### src/rtl/ppumix.sv
// ppumix: final PPU pixel stage. Merges background and sprite pixels, resolves the
// sprite-0 hit, looks up the palette and serves $2007 palette access. Optional: PPUMIX_EMPH_EN.
module ppumix (
    input  logic       clk,
    input  logic       reset,
    input  logic       tick,
    input  logic [8:0] ppux,
    input  logic [8:0] ppuy,
    input  logic       render,
    input  logic [7:0] ppumask,
    input  logic [3:0] bgpix,
    input  logic [3:0] sprpix,
    input  logic       sprpri,
    input  logic       spr0,
    input  logic [7:0] regwdata,
    input  logic       wr2007,
    input  logic       rd2007,
    input  logic       upalacc,
    input  logic [4:0] upaladdr,
    output logic [7:0] palrdata,
    output logic [5:0] color,
`ifdef PPUMIX_EMPH_EN
    output logic [2:0] emph,
`endif
    output logic [7:0] pixx,
    output logic [7:0] pixy,
    output logic       pixvalid,
    output logic       spr0hit
);

    // Entries 0x10/0x14/0x18/0x1C mirror the backdrop-class entries 0x00/0x04/0x08/0x0C.
    function automatic logic [4:0] pal_fold(input logic [4:0] addr);
        logic [4:0] folded;
        if (addr[4] && (addr[1:0] == 2'b00)) begin
            folded = {1'b0, addr[3:0]};
        end else begin
            folded = addr;
        end
        return folded;
    endfunction

    logic [5:0] r_pal [0:31];
    logic [7:0] r_palrdata;
    logic [5:0] r_color;
    logic [7:0] r_pixx;
    logic [7:0] r_pixy;
    logic       r_pixvalid;
    logic       r_spr0hit;

    logic       w_in_win;
    logic [8:0] w_x;
    logic       w_left;
    logic       w_bg_opq;
    logic       w_spr_opq;
    logic [4:0] w_index;
    logic [5:0] w_grey;
    logic [5:0] w_color;
    logic [5:0] w_cpu_data;
    logic       w_hit_set;
    logic       w_hit_clr;

    // Pixel merge, palette lookup and sprite-0 hit qualification for the current dot.
    always_comb begin
        w_in_win   = (ppux >= 9'd2) && (ppux <= 9'd257) && (ppuy <= 9'd239);
        w_x        = ppux - 9'd2;
        w_left     = (w_x < 9'd8);
        w_bg_opq   = (bgpix[1:0] != 2'b00) && ppumask[3] && !(w_left && !ppumask[1]);
        w_spr_opq  = (sprpix[1:0] != 2'b00) && ppumask[4] && !(w_left && !ppumask[2]);
        w_grey     = ppumask[0] ? 6'h30 : 6'h3F;
        w_index    = 5'd0;
        if (!render) begin
            // Backdrop override: with rendering off the CPU palette address picks the colour.
            if (upalacc) begin
                w_index = upaladdr;
            end else begin
                w_index = 5'd0;
            end
        end else if (w_spr_opq && (!sprpri || !w_bg_opq)) begin
            w_index = {1'b1, sprpix};
        end else if (w_bg_opq) begin
            w_index = {1'b0, bgpix};
        end else begin
            w_index = 5'd0;
        end
        w_color    = r_pal[pal_fold(w_index)] & w_grey;
        w_cpu_data = r_pal[pal_fold(upaladdr)] & w_grey;
        w_hit_set  = tick && w_in_win && render && spr0 && w_bg_opq && w_spr_opq
                     && (w_x[7:0] != 8'd255);
        w_hit_clr  = tick && (ppuy == 9'd261) && (ppux == 9'd1);
    end

    // Palette RAM: CPU writes only; contents survive reset.
    always_ff @(posedge clk) begin
        if (tick && wr2007 && upalacc) begin
            r_pal[pal_fold(upaladdr)] <= regwdata[5:0];
        end
    end

    // Registered pixel outputs, sprite-0 hit flag and $2007 read data.
    always_ff @(posedge clk) begin
        if (reset) begin
            r_palrdata <= 8'h00;
            r_color    <= 6'h00;
            r_pixx     <= 8'h00;
            r_pixy     <= 8'h00;
            r_pixvalid <= 1'b0;
            r_spr0hit  <= 1'b0;
        end else if (tick) begin
            if (w_in_win) begin
                r_color    <= w_color;
                r_pixx     <= w_x[7:0];
                r_pixy     <= ppuy[7:0];
                r_pixvalid <= 1'b1;
            end else begin
                r_pixvalid <= 1'b0;
            end
            if (w_hit_clr) begin
                r_spr0hit <= 1'b0;
            end else if (w_hit_set) begin
                r_spr0hit <= 1'b1;
            end
            if (rd2007 && upalacc) begin
                r_palrdata <= {2'b00, w_cpu_data};
            end
        end
    end

`ifdef PPUMIX_EMPH_EN
    logic [2:0] r_emph;
    logic       w_unused;

    // Emphasis bits travel with the pixel they were sampled for.
    always_ff @(posedge clk) begin
        if (reset) begin
            r_emph <= 3'b000;
        end else if (tick && w_in_win) begin
            r_emph <= ppumask[7:5];
        end
    end

    assign emph     = r_emph;
    assign w_unused = ^regwdata[7:6];
`else
    logic w_unused;
    assign w_unused = ^{ppumask[7:5], regwdata[7:6]};
`endif

    assign palrdata = r_palrdata;
    assign color    = r_color;
    assign pixx     = r_pixx;
    assign pixy     = r_pixy;
    assign pixvalid = r_pixvalid;
    assign spr0hit  = r_spr0hit;

endmodule

### config.mk
export PLATFORM = sky130hd
export DESIGN_NAME = ppumix
export DESIGN_NICKNAME = d
export VERILOG_FILES = /design/src/rtl/ppumix.sv
export SDC_FILE = /design/constraint.sdc
export NUM_CORES = 1
export LEC_CHECK = 0
export ABC_AREA = 1
export BUFFER_PORTS_ARGS = -buffer_cell sky130_fd_sc_hd__buf_4
export CELL_PAD_IN_SITES_DETAIL_PLACEMENT = 1
export CELL_PAD_IN_SITES_GLOBAL_PLACEMENT = 1
export CORE_ASPECT_RATIO = 0.7
export CORE_MARGIN = 8
export CORE_UTILIZATION = 47
export DETAILED_ROUTE_END_ITERATION = 16
export GPL_TIMING_DRIVEN = 0
export PLACE_DENSITY_LB_ADDON = 0.2
export SYNTH_ARGS = -nofsm -noshare
export SYNTH_HDL_FRONTEND = slang
export SYNTH_SLANG_ARGS = --single-unit
### constraint.sdc
create_clock -name clk -period 3.82 [get_ports clk]
set_clock_uncertainty 0.1 [all_clocks]
set_input_delay 0.764 -clock clk [delete_from_list [all_inputs] [get_ports clk]]
set_output_delay 0.764 -clock clk [all_outputs]
set_load 0.02 [all_outputs]
==> results.json <==
{
  "run_status": "finished, final reports clean",
  "hold_path.class": "in -> reg",
  "drtIter0Drc": 1207,
  "totalPowerFinal_mw": 5.82,
  "ir_worst_vdd_uv": 352,
  "antenna_violating_nets_post_route": 0,
  "synth_sequential_area_ratio_pct": 58.8,
  "routability_congestion_estimate_from_global_placement": 0.913,
  "ys.flop_type": "sky130_fd_sc_hd__edfxtp_1",
  "power.density_cell_area_nw_per_um2": 459,
  "timing_hold_violations_final": 0,
  "power.static_leakage_nw": 4.87,
  "global_route_usage_over_all_layers_pct": 29.7,
  "syn-instance-count": 1136,
  "fp.dieArea_sq_um": 28200,
  "root_buffer": "sky130_fd_sc_hd__clkbuf_16",
  "die_width_microns": 197,
  "totalWireLength_microns": 42700,
  "cpLargestDelayFamily": "buffers and inverters",
  "crit_path_end_kind": "flop",
  "dp_hpwl_microns": 30900,
  "cts_num_sinks": 222,
  "detail_route.drc_violations": 0,
  "ys_async_sr_fraction_pct": 0,
  "cp_cell_sequence": "buf_4, inv_1, nor2_1, clkbuf_1, buf_1, nand2_1, nor2_1",
  "largest_net_degree_at_the_start_of_global_routing": 33,
  "critPathMostFrequentCell": "sky130_fd_sc_hd__nor2_1",
  "number_of_global_route_vias_before_repair": 9964,
  "wl_per_cell_microns": 26.8,
  "grt_setup_unrepaired": "false",
  "clock_tree_from_tritoncts": "built",
  "grt_antenna_before_repair": 0,
  "n_antenna_cell": 0,
  "max_cap_violations": 0,
  "synth.distinct_cells": 45,
  "cts_h_tree_depth": 1,
  "crit_path_top_delay_cell": "sky130_fd_sc_hd__nor2_1",
  "number_of_iterations_in_the_first_detailed_routing_pass": 6,
  "ys.warnings.count": 0,
  "worst_slack_ns": 0.0296,
  "std_cell_rows": 46,
  "cp.required_ns": 3.88,
  "worst_pin_slew_ns": 0.930,
  "port_buffers": 78,
  "dieHeight_microns": 143,
  "busiest_layer": "met2",
  "core_area_sq_um": 22600,
  "tns_ns": 0,
  "ys_ff_latch": 222,
  "fin_area_sq_um": 12700,
  "synthesis.area_sq_um": 10800,
  "synth_enable_flop_cells": 192,
  "crit_path_max_fanout": 10,
  "floorplan.initialDensity_pct": 47.9,
  "place_area_sq_um": 11900,
  "use_met1_pct": 40.3,
  "grt_util_met2_pct": 43.9,
  "final-max-slew-violation-count": 0,
  "critical_path.max_stage_delay_ns": 0.82,
  "grtUsageMet3_pct": 9.48,
  "fmax_ghz": 0.264,
  "setup.worst_path.class": "in -> reg",
  "slew_headroom_pct": 37.3,
  "insertion_delay_ns": 0.55,
  "finalCriticalPeriod_ns": 3.79,
  "dr_total_vias": 9918,
  "clkSlewWorstSetupHoldPaths_ns": 0.06,
  "synth_area_per_cell_sq_um": 9.53,
  "critPathBufInv": 4,
  "layout.nets": 1322,
  "grt_remaining_overflow": 0,
  "areaGrowthSynthToFinish_pct": 17.2,
  "setup.worst_path.start_class": "primary input",
  "pin_count": 88,
  "clock_tree.buffer_depth": 3,
  "post_cts_hold_buffer_count": 0,
  "crit_arrival_ns": 3.85,
  "cts_made_buffers": 24,
  "place_ws_ns": -0.783,
  "layout-drive-gt1-share_pct": 15.1,
  "route.detailed.vias_per_inst": 6.22,
  "grt_first_pass_wirelength_microns": 62300,
  "fin_crit_sh_pct": 99.2,
  "whs_ns": 0.347,
  "finalSetupViolations": 0
}
[layer usage]
metal	routed length, microns	vias to the layer above
met2	18200	674
met5	69	-
met4	1530	2
met3	5320	125
met1	17500	4832
li1	-	4285
[repair_timing]
action	CTS	global route
setup endpoints to repair	62	8
buffers inserted	0	0
pin swaps	0	0
resized for setup	9	11
gates cloned	0	0
[cell families after synthesis]
group	Yosys count	share of synthesized area, %
other	1	0.0346
DFF	222	58.8
buffers and inverters	144	6.10
adders and majority gates	2	0.231
AOI/OAI and AO/OA	177	10.5
and+or+nand+nor	590	24.3
[final cells by class]
cell class	count	area, sq um
plain buffers	64	374
clock buffers	24	601
clock inverters	20	158
fillers	2605	9930
inverters	79	297
multi-input cells	795	3920
flip-flops and latches	222	6370
well taps	312	390
repair buffers	78	586
[power by group]
| group | leakage [nW] | internal [mW] | switching [mW] |
|---|---|---|---|
| Clock | 0.368 | 1.23 | 1.04 |
| Combinational | 2.51 | 0.251 | 0.606 |
| Sequential | 1.99 | 2.67 | 0.0168 |
[stage by stage]
step,instances,util [%]
2_1_floorplan,1161,-
3_3_place_gp,1551,52.6
3_5_place_dp,1551,52.6
4_1_cts,1595,56.0
5_1_grt,1594,56.1
6_report,1594,56.1
[registers in the layout (all words and copies together), names as in the netlist]
register / flops
color: 6
palrdata: 6
pixvalid: 1
pixx: 8
pixy: 8
r_pal: 192
spr0hit: 1
[worst paths after layout]
path | start | end | slack, ns | depth (start not counted)
worst max-delay path | upaladdr[0] | r_pal[21][5] | 0.03 | 7
worst min-delay path | ppux[1] | pixx[1] | 0.35 | 2
worst max register to register | r_pal[29][2] | palrdata[2] | 1.33 | 8
worst min register to register | pixvalid | pixvalid | 0.37 | 2
[cells in the mapped netlist (2+ instances only)]
master                        n  area (sq um)
sky130_fd_sc_hd__nand2_1    249           935
sky130_fd_sc_hd__nand3_1    210          1050
sky130_fd_sc_hd__edfxtp_1   192          5770
sky130_fd_sc_hd__nor2_1      79           297
sky130_fd_sc_hd__inv_1       70           263
sky130_fd_sc_hd__a22oi_1     58           435
sky130_fd_sc_hd__a21oi_1     38           190
sky130_fd_sc_hd__o21ai_0     34           170
sky130_fd_sc_hd__dfxtp_1     30           601
sky130_fd_sc_hd__clkbuf_1    25          93.8
sky130_fd_sc_hd__buf_2       18          90.1
sky130_fd_sc_hd__nand4_1     15          93.8
sky130_fd_sc_hd__buf_6       10           113
sky130_fd_sc_hd__o21ai_1     10          50.1
sky130_fd_sc_hd__nor3_1       9          45.0
sky130_fd_sc_hd__inv_2        8          30.0
sky130_fd_sc_hd__nand2_2      8          50.1
sky130_fd_sc_hd__o22ai_1      7          43.8
sky130_fd_sc_hd__buf_1        6          22.5
sky130_fd_sc_hd__buf_4        6          45.0
sky130_fd_sc_hd__o211ai_1     6          45.0
sky130_fd_sc_hd__or2_2        6          37.5
sky130_fd_sc_hd__a31oi_1      5          31.3
sky130_fd_sc_hd__a211oi_1     3          22.5
sky130_fd_sc_hd__nor2_2       3          18.8
sky130_fd_sc_hd__a2111o_1     2          22.5
sky130_fd_sc_hd__a221oi_1     2          17.5
sky130_fd_sc_hd__a311oi_1     2          17.5
sky130_fd_sc_hd__a32o_1       2          20.0
sky130_fd_sc_hd__ha_1         2          25.0
sky130_fd_sc_hd__nand3_2      2          20.0
sky130_fd_sc_hd__nor2_4       2          22.5
sky130_fd_sc_hd__nor4_1       2          12.5
sky130_fd_sc_hd__o2111ai_1    2          17.5
sky130_fd_sc_hd__o221ai_1     2          17.5
sky130_fd_sc_hd__o2bb2ai_1    2          17.5
[placed cells by master, fill, tap and decap left out, types with 3 or more instances in the layout]
master | synthesis | final
sky130_fd_sc_hd__a211oi_1 | 3 | 3
sky130_fd_sc_hd__a21oi_1 | 38 | 38
sky130_fd_sc_hd__a22oi_1 | 58 | 58
sky130_fd_sc_hd__a31oi_1 | 5 | 5
sky130_fd_sc_hd__buf_1 | 6 | 4
sky130_fd_sc_hd__buf_2 | 18 | 16
sky130_fd_sc_hd__buf_4 | 6 | 85
sky130_fd_sc_hd__buf_6 | 10 | 10
sky130_fd_sc_hd__clkbuf_1 | 25 | 21
sky130_fd_sc_hd__clkbuf_16 | 0 | 24
sky130_fd_sc_hd__clkbuf_2 | 0 | 4
sky130_fd_sc_hd__clkinv_1 | 1 | 8
sky130_fd_sc_hd__clkinv_2 | 0 | 6
sky130_fd_sc_hd__clkinv_4 | 0 | 3
sky130_fd_sc_hd__conb_1 | 1 | 26
sky130_fd_sc_hd__dfxtp_1 | 30 | 30
sky130_fd_sc_hd__edfxtp_1 | 192 | 192
sky130_fd_sc_hd__inv_1 | 70 | 70
sky130_fd_sc_hd__inv_2 | 8 | 8
sky130_fd_sc_hd__nand2_1 | 249 | 249
sky130_fd_sc_hd__nand2_2 | 8 | 8
sky130_fd_sc_hd__nand3_1 | 210 | 210
sky130_fd_sc_hd__nand4_1 | 15 | 15
sky130_fd_sc_hd__nor2_1 | 79 | 71
sky130_fd_sc_hd__nor2_2 | 3 | 11
sky130_fd_sc_hd__nor3_1 | 9 | 9
sky130_fd_sc_hd__o211ai_1 | 6 | 6
sky130_fd_sc_hd__o21ai_0 | 34 | 34
sky130_fd_sc_hd__o21ai_1 | 10 | 10
sky130_fd_sc_hd__o22ai_1 | 7 | 7
sky130_fd_sc_hd__or2_2 | 6 | 6
No activity file was read; power rests on OpenSTA's default activity.
